`config.mk`:
```
export PLATFORM = sky130hd
export DESIGN_NAME = fetch_pc_gen
export DESIGN_NICKNAME = d
export VERILOG_FILES = /design/src/rtl/fetch_pc_gen.sv
export SDC_FILE = /design/constraint.sdc
export NUM_CORES = 1
export LEC_CHECK = 0
export ABC_AREA = 1
export BUFFER_PORTS_ARGS = -buffer_cell sky130_fd_sc_hd__buf_2
export CAP_MARGIN = 40
export CORE_UTILIZATION = 25
export DETAILED_ROUTE_END_ITERATION = 10
export SETUP_SLACK_MARGIN = 0.3
export SYNTH_ARGS = -nofsm -noshare
export SYNTH_HDL_FRONTEND = slang
export SYNTH_SLANG_ARGS = --single-unit
```
`constraint.sdc`:
```
create_clock -name clk -period 4.3 [get_ports clk]
set_clock_uncertainty 0.2 [all_clocks]
set_input_delay 0.86 -clock clk [delete_from_list [all_inputs] [get_ports clk]]
set_output_delay 0.86 -clock clk [all_outputs]
set_load 0.01 [all_outputs]
```
`src/rtl/fetch_pc_gen.sv`:
```
// Fetch PC generator: owns the fetch PC, issues one imem request at a time and
// presents instructions to IF/ID. Optional misaligned-redirect trap: FETCH_MISALIGN_CHK_EN.
module fetch_pc_gen #(
  parameter logic [31:0] RESET_PC = 32'h0000_0000
) (
  input  logic        clk,
  input  logic        rst_n,
  input  logic        redirect_valid,
  input  logic [31:0] redirect_target,
  input  logic        stall,
  output logic        imem_req_valid,
  output logic [31:0] imem_req_addr,
  input  logic        imem_req_ready,
  input  logic        imem_rsp_valid,
  input  logic [31:0] imem_rsp_data,
  output logic        if_valid,
  output logic [31:0] if_pc,
  output logic [31:0] if_instr,
  output logic        flush_if_id,
  output logic        misalign_fault
);

  typedef enum logic [2:0] {IDLE, REQ, WAIT, KILL, FAULT} state_t;

  state_t      r_state;
  logic [31:0] r_pc;
  logic [31:0] r_req_pc;
  logic        r_if_valid;
  logic [31:0] r_if_pc;
  logic [31:0] r_if_instr;
  logic        r_fault;
  logic        r_pend;

  logic        w_consume;
  logic        w_req_fire;
  logic        w_misalign;
  logic        w_out_after;
  logic [31:0] w_redir_pc;

  assign w_consume  = r_if_valid && !stall;
  assign w_req_fire = imem_req_valid && imem_req_ready;
  assign w_redir_pc = redirect_target & 32'hFFFF_FFFC;

`ifdef FETCH_MISALIGN_CHK_EN
  assign w_misalign = redirect_valid && (redirect_target[1:0] != 2'b00);
`else
  assign w_misalign = 1'b0;
`endif

  // A request is still owed a response after this edge unless it returns now.
  always_comb begin
    w_out_after = 1'b0;
    case (r_state)
      REQ:     w_out_after = w_req_fire;
      WAIT:    w_out_after = !imem_rsp_valid;
      KILL:    w_out_after = !imem_rsp_valid;
      FAULT:   w_out_after = r_pend && !imem_rsp_valid;
      default: w_out_after = 1'b0;
    endcase
  end

  always_ff @(posedge clk or negedge rst_n) begin
    if (!rst_n) begin
      r_state    <= IDLE;
      r_pc       <= RESET_PC;
      r_req_pc   <= 32'h0;
      r_if_valid <= 1'b0;
      r_if_pc    <= 32'h0;
      r_if_instr <= 32'h0;
      r_fault    <= 1'b0;
      r_pend     <= 1'b0;
    end else begin
      if (w_consume) r_if_valid <= 1'b0;
      if (r_state == IDLE) begin
        r_state <= REQ;
      end else if (redirect_valid) begin
        r_if_valid <= 1'b0;
        if (w_misalign) begin
          r_fault <= 1'b1;
          r_pend  <= w_out_after;
          r_state <= FAULT;
        end else begin
          r_fault <= 1'b0;
          r_pend  <= 1'b0;
          r_pc    <= w_redir_pc;
          r_state <= w_out_after ? KILL : REQ;
        end
      end else begin
        case (r_state)
          REQ: begin
            if (w_req_fire) begin
              r_req_pc <= r_pc;
              r_pc     <= r_pc + 32'd4;
              r_state  <= WAIT;
            end
          end
          WAIT: begin
            if (imem_rsp_valid) begin
              r_if_valid <= 1'b1;
              r_if_pc    <= r_req_pc;
              r_if_instr <= imem_rsp_data;
              r_state    <= REQ;
            end
          end
          KILL: begin
            if (imem_rsp_valid) r_state <= REQ;
          end
          FAULT: begin
            if (imem_rsp_valid) r_pend <= 1'b0;
          end
          default: r_state <= IDLE;
        endcase
      end
    end
  end

  // Requests are held back while the output entry is full and not draining.
  assign imem_req_valid = (r_state == REQ) && (!r_if_valid || !stall);
  assign imem_req_addr  = r_pc;
  assign if_valid       = r_if_valid;
  assign if_pc          = r_if_pc;
  assign if_instr       = r_if_instr;
  assign flush_if_id    = redirect_valid;
  assign misalign_fault = r_fault;

endmodule

```
==> reports/qor.yml <==
clocking:
  htreeDepth: 4
  post-cts-setup-buffers: 0
  cts_tree: "done"
  cts_buffers: 17
  ctsHoldBuffers: 0
  clock_path_buffers: 2
  cts_root_buffer: "clkbuf_16"
  clock_latency_ns: 0.41
  cts_resized: 0
  clock_sinks: 125
  clk_pin_slew_worst_paths_ns: 0.05
detailed_routing:
  postRouteAntennaNets: 0
  wl_mm: 16.2
  drc: 0
  drtIter0Drc: 291
  avgRoutedWirePerCell_um: 13.6
  dr.pass1.iters: 5
  avgViaCountPerCell: 4.18
  dr_total_vias: 4991
synthesis:
  synth_area_leader_cell: "dfrtp_1"
  ys.flop_type: "dfrtp_1"
  avgSynthCellArea_sq_um: 8.54
  yosys.area.top_type_share_pct: 51.9
  async_flop_share_pct: 100
  synth_compound_area_share_pct: 8.78
  synth_top_family_by_area: "simple AND/OR/NAND/NOR gates"
  ys_seq_area_share_pct: 51.9
  synth_cell_types: 33
  syn_area_sq_um: 6030
  synthSimpleGateAreaFrac_pct: 23.7
  ys_ff_latch: 125
  synth_common_cells: "nand2_1 (194), dfrtp_1 (125), nor2_1 (90), o21ai_0 (90), inv_1 (63)"
  yosys_warnings: 0
  synth-edff-count: 0
  synthTopCellsByArea: "dfrtp_1 (52%), nand2_1 (12%), o21ai_0 (7.5%), nor2_1 (5.6%), mux2_4 (4.7%)"
  synth-xor-area-share_pct: 0.726
  synth_most_common_cell: "nand2_1"
  synthMuxAreaShare_pct: 7.16
  synthAdderAreaFrac_pct: 0.207
  syn_inst: 706
timing:
  fin_crit_sh_pct: 58.1
  tightest_slew_ns: 0.799
  finalWorstSetupSlack_ns: 1.80
  relSlewSlack_pct: 46.7
  finalSetupTns_ns: 0
  grt_setup_unrepaired: "no"
  max_freq_ghz: 0.400
  slew_violations: 0
  setup_viol: 0
  fin_crit_ns: 2.50
  hold_viol: 0
grt:
  grt_pass1_wl_mm: 25.5
  antenna_found_initial: 1
  overflow: 0
  grt_max_degree: 85
  grt_pass1_vias: 4817
  track_usage_pct: 13.6
worst_setup_path:
  cp.required_ns: 3.24
  setup.worst_path.class: "primary input to output pin"
  critical_path.cell_chain: "buf_2 -> buf_2"
  path_max_fanout: 19
  arrival_ns: 1.44
  cp_num_buf_inv: 2
  startpoint_type: "primary input"
  crit_slowest_cell: "buf_2"
  critPathTopFamily: "buffers and inverters"
  critPathCaptureType: "output pin"
  crit_top_cell: "buf_2"
  cp_slowest_stage_delay_ns: 0.36
place:
  pre_cts_slack_ns: 1.33
  io_buffers: 162
  place_inst: 1163
  post_dp_cell_area_sq_um: 7110
  place.gp.congestion: 0.824
  hpwlAfterDp_mm: 11.6
die:
  rows: 56
  io_pins: 170
  fp.dieW_um: 157
  core_area_sq_um: 23500
  start_util_pct: 25.6
  dieArea_sq_um: 24700
  die_h_um: 157
finish:
  n_fill_cell: 2476
  drive_gt1_share_pct: 29.2
  syn_to_final_growth_pct: 28.2
  finalNonFillerCells: 1194
  final_cell_area_sq_um: 7730
  final_nets: 934
outcome:
  status: "finished, final reports clean"
power:
  power_density_nw_per_um2: 727
  vdd.ir_drop.worst_mv: 0.234
  power.leakage_uw: 0.00386
min_path:
  hp-class: "register to register"
flow_run:
  maxCapViolCount: 0
-- layout by cell type (no fill, tap or decap), types with 2 or more instances in the layout --
master      count
nand2_1       194
buf_2         161
dfrtp_1       125
nor2_1         90
o21ai_0        90
inv_1          63
nand3_1        34
mux2_4         19
clkbuf_16      17
mux2_2         13
nor2_4          7
nand2_2         6
a21oi_1         6
buf_4           6
conb_1          5
xnor2_1         4
bufinv_16       4
clkinv_4        4
nand2_4         3
inv_2           2
nor2_2          2
o21bai_1        2
clkinv_2        2
clkinvlp_4      2
inv_6           2
-- per-stage QoR --
step                      util [%]  total power (uW)  hold slack [ns]
final                         32.8              5620            0.276
after floorplan                  -              3320            0.302
after detailed placement      30.2              4140            0.268
after global routing          32.8              6060            0.305
after CTS                     32.8              5690            0.282
after global placement        30.2              4090            0.261
-- power by group --
part           internal, uW  leakage [uW]  switching [uW]
logic                   804       0.00201            1120
registers              1720       0.00155             459
clock network           969      0.000296             541
total                  3490       0.00386            2120
-- flip-flops by register name, summed over array words and instances (netlist names) --
register / cells
if_instr: 32
r_state: 2
r_req_pc: 30
if_valid: 1
imem_req_addr: 30
if_pc: 30
-- area by class of cell --
cell class / instances / area (sq um) / share of cell area (%)
sequential: 125 / 3130 / 40.5
multi-input combinational: 485 / 2470 / 32.0
timing repair buffer: 168 / 862 / 11.2
clock buffer: 17 / 425 / 5.50
tap: 319 / 399 / 5.16
inverter: 66 / 249 / 3.22
clock inverter: 13 / 193 / 2.49
antenna: 1 / 2.50 / 0.0324
-- metal layers --
layer  part of all wire [%]  track usage, %  vias up
li1                       -               -     2541
met4                    1.8            4.99        0
met1                     44            16.4     2285
met3                    5.8            3.94       20
met2                     48            22.7      145
met5                      0               0        -
-- path summary, 6_finish.rpt --
path	cells after the start	slack (ns)	endpoint	start
worst min-delay path	2	0.28	if_pc[26]	if_pc[26]
worst max-delay path	2	1.80	flush_if_id	redirect_valid
worst min register to register	2	0.28	if_pc[26]	if_pc[26]
worst max register to register	6	2.16	if_pc[22]	r_state[1]
max in group asynchronous	2	2.73	if_instr[5]	rst_n
min in group asynchronous	1	0.30	if_pc[18]	rst_n
-- kinds of logic (layout without fill, tap and decap cells) --
kind of cell	after synthesis	after routing
DFF	125	125
muxes	32	32
AOI/OAI and AO/OA	102	102
and+or+nand+nor	340	340
adders and majority gates	1	1
buffers and inverters	100	264
xor gates and xnor gates	5	5
other	1	6
No activity file was read; power rests on OpenSTA's default activity.
